File: config.mk
export PLATFORM = sky130hd
export DESIGN_NAME = mul_seq
export DESIGN_NICKNAME = d
export VERILOG_FILES = /design/src/rtl/mul_pkg.sv /design/src/rtl/adder_32_cla.sv /design/src/rtl/mul_seq.sv
export SDC_FILE = /design/constraint.sdc
export NUM_CORES = 1
export LEC_CHECK = 0
export BUFFER_PORTS_ARGS = -buffer_cell sky130_fd_sc_hd__buf_2
export CORE_MARGIN = 10
export CORE_UTILIZATION = 60
export DETAILED_ROUTE_END_ITERATION = 8
export PLACE_DENSITY = 0.82
export SLEW_MARGIN = 20
export SYNTH_ARGS = -nofsm -noshare
export SYNTH_HDL_FRONTEND = slang
export SYNTH_SLANG_ARGS = --single-unit
File: constraint.sdc
create_clock -name clk -period 3.51 [get_ports clk]
set_input_delay 0.702 -clock clk [delete_from_list [all_inputs] [get_ports clk]]
set_output_delay 0.702 -clock clk [all_outputs]
set_load 0.05 [all_outputs]
File: src/rtl/mul_pkg.sv
// Shared definitions for the iterative RV32M multiplier: widths, op encodings and FSM states.
package mul_pkg;

  localparam int unsigned XLEN  = 32;
  localparam int unsigned CNT_W = 5;

  // Index of the final shift-add step in CALC.
  localparam logic [CNT_W-1:0] CNT_LAST = 5'd31;

  // funct3[1:0] of the RV32M multiply group
  localparam logic [1:0] MUL_OP_MUL    = 2'b00;
  localparam logic [1:0] MUL_OP_MULH   = 2'b01;
  localparam logic [1:0] MUL_OP_MULHSU = 2'b10;
  localparam logic [1:0] MUL_OP_MULHU  = 2'b11;

  typedef enum logic [1:0] {
    StIdle,
    StCalc,
    StFix,
    StDone
  } state_e;

endpackage

File: src/rtl/adder_32_cla.sv
// 32-bit adder built from eight 4-bit carry-lookahead slices, carry rippling between slices.
module adder_32_cla (
  input  logic        c0,
  input  logic [31:0] a,
  input  logic [31:0] b,
  output logic [31:0] s,
  output logic        cout
);

  logic [8:0] slice_c;

  assign slice_c[0] = c0;

  for (genvar i = 0; i < 8; i++) begin : g_slice
    logic [3:0] g;
    logic [3:0] p;
    logic [4:0] c;

    assign g = a[4*i +: 4] & b[4*i +: 4];
    assign p = a[4*i +: 4] ^ b[4*i +: 4];

    // All slice carries are resolved from the slice carry-in in parallel.
    assign c[0] = slice_c[i];
    assign c[1] = g[0] | (p[0] & c[0]);
    assign c[2] = g[1] | (p[1] & g[0]) | (p[1] & p[0] & c[0]);
    assign c[3] = g[2] | (p[2] & g[1]) | (p[2] & p[1] & g[0]) | (p[2] & p[1] & p[0] & c[0]);
    assign c[4] = g[3] | (p[3] & g[2]) | (p[3] & p[2] & g[1]) | (p[3] & p[2] & p[1] & g[0])
                | (p[3] & p[2] & p[1] & p[0] & c[0]);

    assign s[4*i +: 4]  = p ^ c[3:0];
    assign slice_c[i+1] = c[4];
  end

  assign cout = slice_c[8];

endmodule

File: src/rtl/mul_seq.sv
// Iterative 32x32 shift-add multiplier for MUL/MULH/MULHSU/MULHU with a fixed 34-cycle latency.
// Operands are reduced to magnitudes, multiplied unsigned, and the sign is applied once at the end.
module mul_seq #(
  parameter int unsigned XLEN = 32
) (
  input  logic            clk,
  input  logic            rst,
  input  logic            in_valid,
  output logic            in_ready,
  input  logic [1:0]      op,
  input  logic [XLEN-1:0] a,
  input  logic [XLEN-1:0] b,
  output logic            out_valid,
  input  logic            out_ready,
  output logic [XLEN-1:0] result,
  output logic            busy
);

  import mul_pkg::*;

  state_e              state_q, state_d;
  logic [2*XLEN-1:0]   p_q, p_d;
  logic [XLEN-1:0]     m_q, m_d;
  logic [CNT_W-1:0]    cnt_q, cnt_d;
  logic [1:0]          op_q, op_d;
  logic                neg_q, neg_d;

  logic                sa, sb;
  logic [XLEN-1:0]     a_mag, b_mag;
  logic [XLEN-1:0]     add_b;
  logic [XLEN-1:0]     add_s;
  logic                add_c;

  // MUL takes the unsigned path: its low word does not depend on operand signedness.
  assign sa = a[XLEN-1] & ((op == MUL_OP_MULH) | (op == MUL_OP_MULHSU));
  assign sb = b[XLEN-1] & (op == MUL_OP_MULH);

  // 0x80000000 negates to itself, which is the correct magnitude when read unsigned.
  assign a_mag = sa ? (~a + XLEN'(1)) : a;
  assign b_mag = sb ? (~b + XLEN'(1)) : b;

  assign add_b = p_q[0] ? m_q : '0;

  adder_32_cla u_adder (
    .c0   (1'b0),
    .a    (p_q[2*XLEN-1:XLEN]),
    .b    (add_b),
    .s    (add_s),
    .cout (add_c)
  );

  always_comb begin
    state_d = state_q;
    p_d     = p_q;
    m_d     = m_q;
    cnt_d   = cnt_q;
    op_d    = op_q;
    neg_d   = neg_q;

    unique case (state_q)
      StIdle: begin
        if (in_valid) begin
          state_d = StCalc;
          op_d    = op;
          neg_d   = sa ^ sb;
          p_d     = {{XLEN{1'b0}}, b_mag};
          m_d     = a_mag;
          cnt_d   = '0;
        end
      end
      StCalc: begin
        // Keeping the adder carry in the shift makes P the exact 64-bit magnitude product.
        p_d   = {add_c, add_s, p_q[XLEN-1:1]};
        cnt_d = cnt_q + CNT_W'(1);
        if (cnt_q == CNT_LAST) begin
          state_d = StFix;
        end
      end
      StFix: begin
        if (neg_q) begin
          p_d = ~p_q + (2*XLEN)'(1);
        end
        state_d = StDone;
      end
      StDone: begin
        if (out_ready) begin
          state_d = StIdle;
          p_d     = '0;
        end
      end
      default: begin
        state_d = StIdle;
      end
    endcase
  end

  always_ff @(posedge clk) begin
    if (rst) begin
      state_q <= StIdle;
      p_q     <= '0;
      m_q     <= '0;
      cnt_q   <= '0;
      op_q    <= '0;
      neg_q   <= 1'b0;
    end else begin
      state_q <= state_d;
      p_q     <= p_d;
      m_q     <= m_d;
      cnt_q   <= cnt_d;
      op_q    <= op_d;
      neg_q   <= neg_d;
    end
  end

  assign in_ready  = (state_q == StIdle);
  assign busy      = (state_q != StIdle);
  assign out_valid = (state_q == StDone);
  assign result    = (op_q == MUL_OP_MUL) ? p_q[XLEN-1:0] : p_q[2*XLEN-1:XLEN];

endmodule

==> flow_summary.yaml, run 1 <==
synth:
  synth-warning-count: 0
  synth_largest_area_cell: "dfxtp_1"
  async_flop_share: 0
  yosysUniqueCellTypes: 75
  syn_area_sq_um: 9010
  ys_seq_elements: 106
  synth_cells: 1196
  ys_seq_area_frac: 0.235
  synth_area_leaders: "dfxtp_1 (24%), ha_1 (5.8%), nor2_1 (5.6%), a21oi_1 (5.1%), xnor2_1 (5.0%)"
  syn_avg_cell_area_sq_um: 7.53
  synth_edf_count: 0
  ys.flop_type: "dfxtp_1"
  synth_top_area_share: 0.235
  synth_nets: 1316
finish:
  n_antenna_cell: 0
  layout_commonest_cell: "nor2_1"
  area_growth_pct: 11.3
  final_cell_mix: "nor2_1 (133), dfxtp_1 (105), buf_2 (103), nand2_1 (94), a21oi_1 (90)"
  fillers: 1265
  final_nets: 1386
  multi_input_area_sq_um: 6440
  register_area_sq_um: 2130
  final_layout_size_suffix_gt1_frac: 0.165
  final_cell_area_sq_um: 10000
timing:
  finalSetupViolCount: 0
  worst_pin_slew_ps: 885
  clock.fmax_mhz: 308
  rsz0062_at_grt: "false"
  layout_min_cycle_time_ps: 3250
  finalHoldViolCount: 0
  tns_ps: 0
  skew_ps: 10.4
  min_period_over_period: 0.926
  drv_slew: 0
  slew_headroom: 0.408
  timing.hold.ws_ps: 454
status:
  status: "completed"
detailed_routing:
  drt-total-wl_um: 27700
  drtPass1Iterations: 6
  via_per_inst: 6.60
  drt-met1-wl_um: 11800
  top_layer_used: "met4"
  met2WireLength_um: 12500
  via_count: 9595
  final_antenna_net_count: 0
  wire_per_inst_um: 19.1
  dr.first_iter.drc_count: 1232
  met3_length_um: 2730
  drc: 0
global_route:
  grt_pass1_wl_um: 45000
  grt_pass1_vias: 8756
  antenna_found_initial: 0
  globalRoute.totalOverflow: 0
  grt_max_degree: 55
  track_usage: 0.267
die:
  num_rows: 44
  die_h_um: 143
  ios: 105
  dieArea_sq_um: 20300
  dieWidth_um: 143
  start_util: 0.615
  core_area_sq_um: 14600
pwr:
  power_density_nw_per_um2: 832
  ir_drop_mv: 0.634
  p_leak_nw: 4.09
placed_design:
  placed_area_sq_um: 9730
  dp_hpwl_um: 20600
  io_buffer_count: 104
  place_congestion: 0.970
critical_path:
  worstSetupEndpointType: "flop"
  cp-start-kind: "flop"
  path_max_fanout: 19
  cp_top_family: "compound AO/OA/AOI/OAI gates"
  critPathKind: "flop to flop"
  cp_slowest_cell: "dfxtp_4"
  crit_top_cell: "o21ai_0"
  worstPathBufferInverterCount: 1
  path_cells: "and2_1 -> ha_1 -> a41oi_1 -> o21ai_0 -> a31oi_1 -> buf_4 -> a211oi_1 -> o21ai_0 -> nand2b_1 -> a21o_1 -> fa_1 -> xor2_1 -> nand2_1 -> a21oi_1"
  rrSetupSlack_ps: 260
  arrival_ps: 3540
  required_ps: 3800
  cpPeakStageDelay_ps: 450
clock_network:
  cts.htree.levels: 3
  cts_buffer_depth: 2
  cts_tree: "done"
  cts_buffers: 9
  cts.sinks: 106
  insertion_delay_ps: 360
  clkSlewWorstSetupHoldPaths_ps: 70
  cts_root_buf: "clkbuf_16"
  cts_hold_buf: 0
hold_path:
  hold_class: "flop to flop"
run:
  cap_violations: 0
-- area by class of cell --
class	count	area share
repair buffers	139	0.0796
flip-flops and latches	106	0.212
well taps	184	0.0229
multi-input cells	975	0.642
clock inverters	5	0.00636
clock buffers	10	0.0238
inverters	35	0.0131
-- kinds of logic after synthesis --
| kind of cell | Yosys count | synth area share |
|---|---|---|
| simple gates | 452 | 0.253 |
| xor+xnor | 94 | 0.0914 |
| fa+ha+maj | 50 | 0.0761 |
| flops | 106 | 0.235 |
| compound gates | 350 | 0.256 |
| mux | 29 | 0.0360 |
| buf+inv | 115 | 0.0514 |
-- state kept, by name (all words and copies together), names as in the netlist --
| signal | cells |
|---|---|
| cnt_q | 5 |
| m_q | 32 |
| neg_q | 1 |
| op_q | 2 |
| p_q | 64 |
| state_q | 2 |
-- Yosys cell counts (6+ instances only) --
library cell    n
a32oi_1         6
nand4_1        11
xor2_1         43
or4_1          12
ha_1           42
o211ai_1        7
mux2_2         27
nand3_1        24
dfxtp_1       106
nand2_1        94
a21oi_1        91
o21ai_0        75
inv_1          34
clkbuf_1       69
and2_1         36
a211oi_1       38
a31oi_1        11
xnor2_1        51
nor2_1        134
and3_1         10
nand2b_1        7
a221oi_1       18
fa_1            8
nor3_1         54
a311oi_1       13
o31ai_1        15
a22oi_1        15
or3_1          19
nor4_1         19
a21o_1         16
-- metrics by stage --
step           setup slack, ps  power (mW)  std cells  utilization
2_1_floorplan              297        5.86       1196            -
3_3_place_gp               143        7.07       1439        0.664
3_5_place_dp              66.5        7.15       1439        0.664
4_1_cts                   54.1        8.22       1454        0.685
5_1_grt                   25.7        8.88       1454        0.685
6_report                   260        8.35       1454        0.685
-- metal layers --
layer	GRT usage	up-vias
met3	0.0481	57
met4	0.0901	0
met5	0	-
met2	0.417	535
met1	0.363	4445
li1	-	4558
-- power breakdown --
part / leakage [nW] / switching (mW) / internal [mW]
logic: 3.07 / 3.44 / 1.75
registers: 0.870 / 0.529 / 1.57
clock network: 0.145 / 0.486 / 0.575
-- worst paths after layout --
kind | startpoint | to | cells past startpoint
setup / recovery | p_q[0]$_SDFFE_PP0P_ | p_q[52]$_SDFFE_PP0P_ | 14
hold / removal | m_q[22]$_SDFFE_PP0P_ | m_q[22]$_SDFFE_PP0P_ | 2
setup reg to reg | p_q[0]$_SDFFE_PP0P_ | p_q[52]$_SDFFE_PP0P_ | 14
hold reg to reg | m_q[22]$_SDFFE_PP0P_ | m_q[22]$_SDFFE_PP0P_ | 2
-- worst min-delay path: stages, from the launching register on --
cell and delay [ps]:
dfxtp_1 310, nand2_1 50, a21oi_1 50
-- timing repair --
action,in CTS,in global routing
resized for setup,0,2
buffers inserted,0,0
setup endpoints to repair,0,11
(Power assumes the default switching activity.)
==> run 2: changes to the inputs <==
==> constraint.sdc (replaced) <==
create_clock -name clk -period 3.51 [get_ports clk]
set_input_delay 0.702 -clock clk [delete_from_list [all_inputs] [get_ports clk]]
set_output_delay 0.702 -clock clk [all_outputs]
set_load 0.1 [all_outputs]
==> flow_summary.yaml, run 2 (synthesis gave the netlist of run 1 again) <==
die:
  die_h_um: 143
  num_rows: 44
  ios: 105
  dieArea_sq_um: 20300
  dieWidth_um: 143
  core_area_sq_um: 14600
  start_util: 0.615
global_route:
  grt_pass1_vias: 9022
  grt_max_degree: 58
  antenna_found_initial: 0
  track_usage: 0.271
  globalRoute.totalOverflow: 0
  grt_pass1_wl_um: 45600
critical_path:
  cp-start-kind: "flop"
  r2r_start: "p_q[0]$_SDFFE_PP0P_"
  path_max_fanout: 5
  critPathKind: "flop to flop"
  r2r-end: "p_q[48]$_SDFFE_PP0P_"
  worstSetupEndpointType: "flop"
  required_ps: 3730
  startpoint: "p_q[0]$_SDFFE_PP0P_"
  rrSetupSlack_ps: 270
  arrival_ps: 3450
  crit_end: "p_q[48]$_SDFFE_PP0P_"
  r2r_cells: 13
pwr:
  p_leak_nw: 4.12
  power_density_nw_per_um2: 905
  ir_drop_mv: 1.04
  p_total_mw: 9.12
finish:
  top_register: "p_q"
  final_nets: 1391
  layoutNonFillerInstCount: 1459
  final_layout_size_suffix_gt1_frac: 0.168
  layout_commonest_cell: "nor2_1"
  area_growth_pct: 11.8
  n_antenna_cell: 0
  reg_top3: "p_q: 64 flops, m_q: 32 flops, cnt_q: 5 flops"
  final_cell_area_sq_um: 10100
  final_cell_mix: "nor2_1 (133), dfxtp_1 (106), buf_2 (103), nand2_1 (94), a21oi_1 (90)"
  largest_reg_flops: 64
clock_network:
  insertion_delay_ps: 360
  cts.htree.levels: 3
  clkSlewWorstSetupHoldPaths_ps: 70
  cts_tree: "done"
  cts.sinks: 106
  cts_buffer_depth: 2
  cts_root_buf: "clkbuf_16"
  cts_buffers: 9
timing:
  worst_pin_slew_ps: 775
  skew_ps: 11.4
  clock.fmax_mhz: 309
  rsz0062_at_grt: "false"
  layout_min_cycle_time_ps: 3240
  timing.hold.ws_ps: 458
  fin_ws_ps: 275
  drv_slew: 0
  finalHoldViolCount: 0
  slew_headroom: 0.483
  min_period_over_period: 0.922
  finalSetupViolCount: 0
placed_design:
  pre_cts_ws_ps: 94.3
  dp_hpwl_um: 20700
  dp.cells: 1444
  place_congestion: 0.977
  placed_area_sq_um: 9780
  io_buffer_count: 104
detailed_routing:
  via_count: 9576
  drt-total-wl_um: 28000
  via_per_inst: 6.56
  final_antenna_net_count: 0
  drc: 0
  drtPass1Iterations: 6
  wire_per_inst_um: 19.2
  dr.first_iter.drc_count: 1402
hold_path:
  hold_class: "flop to flop"
status:
  status: "completed"
run:
  cap_violations: 0
[run 2: changes by cell type in the layout (fill, tap and decap cells not counted), sizes merged]
cell | before | now
inv | 35 | 36
clkinv | 3 | 2
clkbuf | 10 | 9
clkinvlp | 1 | 2
buf | 139 | 144
[run 2: area by class of cell]
class	instances	area (sq um)
Sequential cell	106	2120
Fill cell	1284	4570
Clock inverter	6	73.8
Inverter	35	133
Tap cell	184	230
Multi-Input combinational cell	975	6440
Timing Repair Buffer	144	848
Clock buffer	9	225
[run 2: critical path, cell delays in order (launching register included)]
cell      delay [ps]
dfxtp_1          430
and2_1           240
ha_1             270
a41oi_1          210
o21ai_1          160
a31oi_1          230
buf_4            170
nor2b_1          230
o21bai_1         110
fa_1             390
xnor2_1          200
o32ai_1          140
a22oi_1          250
nor2_1            70
[run 2: per-layer routing]
| layer | global-route usage | part of all wire |
|---|---|---|
| met5 | 0 | 0 |
| met4 | 0.0874 | 0.030 |
| met3 | 0.0504 | 0.099 |
| met2 | 0.423 | 0.44 |
| met1 | 0.369 | 0.43 |
[run 2: power by group]
| group | internal [mW] | total [mW] | switching (mW) |
|---|---|---|---|
| Sequential | 1.57 | 2.10 | 0.526 |
| Combinational | 1.78 | 5.98 | 4.21 |
| Clock | 0.559 | 1.05 | 0.490 |
| Total | 3.90 | 9.12 | 5.22 |
[run 2: worst min path at each step]
stage / start / end / slack [ps] / cells past startpoint
finish: m_q[26]$_SDFFE_PP0P_ / m_q[26]$_SDFFE_PP0P_ / 460 / 2
global route: m_q[30]$_SDFFE_PP0P_ / m_q[30]$_SDFFE_PP0P_ / 480 / 2
CTS: m_q[26]$_SDFFE_PP0P_ / m_q[26]$_SDFFE_PP0P_ / 460 / 2
detailed placement: m_q[22]$_SDFFE_PP0P_ / m_q[22]$_SDFFE_PP0P_ / 450 / 2
global placement: m_q[22]$_SDFFE_PP0P_ / m_q[22]$_SDFFE_PP0P_ / 440 / 2
floorplan: m_q[24]$_SDFFE_PP0P_ / m_q[24]$_SDFFE_PP0P_ / 430 / 2
[run 2: what timing repair did]
item,CTS,global route
hold buffers,0,0
setup endpoints to repair,0,2
buffers inserted,0,0
gates resized for setup,0,1
[run 2: stage by stage]
stage | setup TNS (ps) | util
detailed placement | 0 | 0.668
CTS | 0 | 0.688
global route | 0 | 0.688
floorplan | -515 | -
finish | 0 | 0.688
global placement | 0 | 0.668
==> run 3: changes to the inputs <==
--- a/config.mk
+++ b/config.mk
@@ -14,3 +14,4 @@
 export SYNTH_ARGS = -nofsm -noshare
 export SYNTH_HDL_FRONTEND = slang
+export SYNTH_HIERARCHICAL = 1
 export SYNTH_SLANG_ARGS = --single-unit
==> constraint.sdc (replaced) <==
create_clock -name clk -period 3.51 [get_ports clk]
set_input_delay 0.702 -clock clk [delete_from_list [all_inputs] [get_ports clk]]
set_output_delay 0.702 -clock clk [all_outputs]
set_load 0.01 [all_outputs]
==> flow_summary.yaml, run 3 <==
status:
  status: "completed"
clock_network:
  cts_resized: 0
  clkSlewWorstSetupHoldPaths_ps: 70
  cts.sinks: 106
  cts_tree: "done"
  cts_buffers: 9
  insertion_delay_ps: 360
  cts_hold_buf: 0
  cts_buffer_depth: 2
  cts.htree.levels: 3
  cts_root_buf: "clkbuf_16"
  cts_setup_buffers: 0
critical_path:
  crit_end: "p_q[51]$_SDFFE_PP0P_"
  cp-start-kind: "flop"
  rrSetupSlack_ps: 240
  r2r-end: "p_q[51]$_SDFFE_PP0P_"
  critPathKind: "flop to flop"
  cp_slowest_cell: "fa_1"
  arrival_ps: 3520
  path_cells: "buf_12 -> and2_1 -> ha_1 -> a21oi_1 -> o21ai_0 -> a221oi_1 -> nand2_2 -> a21oi_1 -> inv_1 -> fa_1 -> nand3_1 -> o21ai_0 -> a41o_1 -> o21a_1"
  worstPathBufferInverterCount: 2
  path_max_fanout: 29
  path_depth: 14
  worstSetupEndpointType: "flop"
  r2r_start: "p_q[0]$_SDFFE_PP0P_"
  cp_top_family: "compound AO/OA/AOI/OAI gates"
  cpPeakStageDelay_ps: 420
  r2r_cells: 14
  required_ps: 3770
  startpoint: "p_q[0]$_SDFFE_PP0P_"
global_route:
  globalRoute.totalOverflow: 0
  antenna_found_initial: 0
  track_usage: 0.269
  grt_pass1_vias: 8905
  grt_max_degree: 62
  grt_pass1_wl_um: 45700
finish:
  final_cell_mix: "nor2_1 (121), dfxtp_1 (106), buf_2 (104), a21oi_1 (88), nand2_1 (78)"
  n_antenna_cell: 0
  area_growth_pct: 11.4
  top_register: "p_q"
  reg_top3: "p_q: 64 flops, m_q: 32 flops, cnt_q: 5 flops"
  largest_reg_flops: 64
  layoutNonFillerInstCount: 1473
  layout_commonest_cell: "nor2_1"
  fin_util: 0.680
  final_layout_size_suffix_gt1_frac: 0.172
  final_nets: 1401
timing:
  tns_ps: 0
  skew_ps: 10.2
  slew_headroom: 0.455
  layout_min_cycle_time_ps: 3270
  clock.fmax_mhz: 306
  finalSetupViolCount: 0
  worst_pin_slew_ps: 817
  drv_slew: 0
  finalHoldViolCount: 0
  rsz0062_at_grt: "false"
  min_period_over_period: 0.931
synth:
  synth_cells: 1212
  synth-warning-count: 6
  synth_largest_area_cell: "dfxtp_1"
  async_flop_share: 0
  ys_seq_elements: 106
  synth_common_cells: "nor2_1 (122), dfxtp_1 (106), a21oi_1 (88), clkbuf_1 (86), nand2_1 (78)"
  syn_avg_cell_area_sq_um: 7.62
  syn_area_sq_um: 9240
  post-synth-top-count-cell: "nor2_1"
  ys.flop_type: "dfxtp_1"
  ys_seq_area_frac: 0.230
  yosysUniqueCellTypes: 74
  synth_area_leaders: "dfxtp_1 (23%), ha_1 (5.7%), xor2_1 (5.3%), xnor2_1 (5.1%), nor2_1 (5.0%)"
  synth_edf_count: 0
  synth_top_area_share: 0.230
hold_path:
  hold_class: "flop to flop"
run:
  cap_violations: 0
pwr:
  pwr-share-comb: 0.579
  seq_power_share: 0.279
  swShare: 0.494
  pwr-share-clk: 0.142
  p_sw_mw: 3.62
  ir_drop_mv: 0.567
  p_leak_nw: 4.50
  intPower_mw: 3.71
  p_total_mw: 7.32
  power_density_nw_per_um2: 711
placed_design:
  dp_hpwl_um: 21200
  place_congestion: 0.955
  io_buffer_count: 104
  dp.cells: 1458
detailed_routing:
  wire_per_inst_um: 19.4
  via_count: 9730
  drtPass1Iterations: 7
  dr.first_iter.drc_count: 1159
  drt-total-wl_um: 28600
  drc: 0
  final_antenna_net_count: 0
  via_per_inst: 6.61
die:
  num_rows: 45
  ios: 105
  start_util: 0.610
  core_area_sq_um: 15100
  dieArea_sq_um: 20800
  dieWidth_um: 144
  die_h_um: 144
-- run 3: cell types whose count changed after synthesis, sizes merged, moves of 9 or more --
| cell | change |
|---|---|
| a31oi | +15 |
| clkbuf | +16 |
| nor2 | -14 |
| nor3 | -14 |
| o21ai | -34 |
| and3 | +19 |
| xor2 | +13 |
| nand2 | -15 |
| nor4 | +10 |
| or3 | +9 |
-- run 3: through the flow --
| step | worst slack (ps) | hold slack, ps | area [sq um] |
|---|---|---|---|
| after floorplan | 258 | 417 | 9250 |
| after global placement | 382 | 430 | 10000 |
| after detailed placement | 298 | 438 | 10000 |
| after CTS | 283 | 454 | 10300 |
| after global routing | 57.7 | 479 | 10300 |
| final | 242 | 446 | 10300 |
-- run 3: logic make-up (layout without fill, tap and decap cells) --
family          Yosys count  after routing  share of synthesized area
mux                      31             31                     0.0374
simple gates            455            455                      0.261
buf+inv                 134            205                     0.0566
other cells               1              3                   0.000406
xor+xnor                110            110                      0.104
fa+ha+maj                50             50                     0.0742
flops                   106            106                      0.230
compound gates          325            325                      0.237
-- run 3: area by class of cell --
class / instances / area, sq um
clock buffer: 12 / 246
clock inverter: 3 / 40.0
fill: 1284 / 4850
inverter: 40 / 150
multi-input combinational: 974 / 6620
sequential: 106 / 2120
tap: 188 / 235
timing repair buffer: 150 / 878
-- run 3: how the worst min path moves through the flow --
| stage | from | endpoint | slack, ps | cells after the start |
|---|---|---|---|---|
| 2_1_floorplan | m_q[18]$_SDFFE_PP0P_ | m_q[18]$_SDFFE_PP0P_ | 420 | 2 |
| 3_3_place_gp | m_q[18]$_SDFFE_PP0P_ | m_q[18]$_SDFFE_PP0P_ | 430 | 2 |
| 5_1_grt | m_q[15]$_SDFFE_PP0P_ | m_q[15]$_SDFFE_PP0P_ | 480 | 2 |
| 3_5_place_dp | m_q[18]$_SDFFE_PP0P_ | m_q[18]$_SDFFE_PP0P_ | 440 | 2 |
| 4_1_cts | m_q[18]$_SDFFE_PP0P_ | m_q[18]$_SDFFE_PP0P_ | 450 | 2 |
| 6_report | m_q[18]$_SDFFE_PP0P_ | m_q[18]$_SDFFE_PP0P_ | 450 | 2 |
-- run 3: tightest hold or removal path, stage by stage (launching register included) --
cell and delay, ps:
dfxtp_1 320, nand2_1 40, o21ai_0 50
-- run 3: layer usage --
metal / GRT usage / wire length [um]
met1: 0.370 / 12100
met2: 0.419 / 12700
met3: 0.0371 / 2880
met4: 0.0962 / 831
met5: 0 / 0
-- run 3: power by group through the flow --
stage | clock network (mW) | registers, mW | logic (mW)
detailed placement | 0 | 2.04 | 4.12
finish | 1.04 | 2.04 | 4.24
global placement | 0 | 2.03 | 4.05
global route | 1.08 | 2.09 | 4.61
CTS | 1.03 | 2.02 | 4.14
floorplan | 0 | 1.77 | 3.13
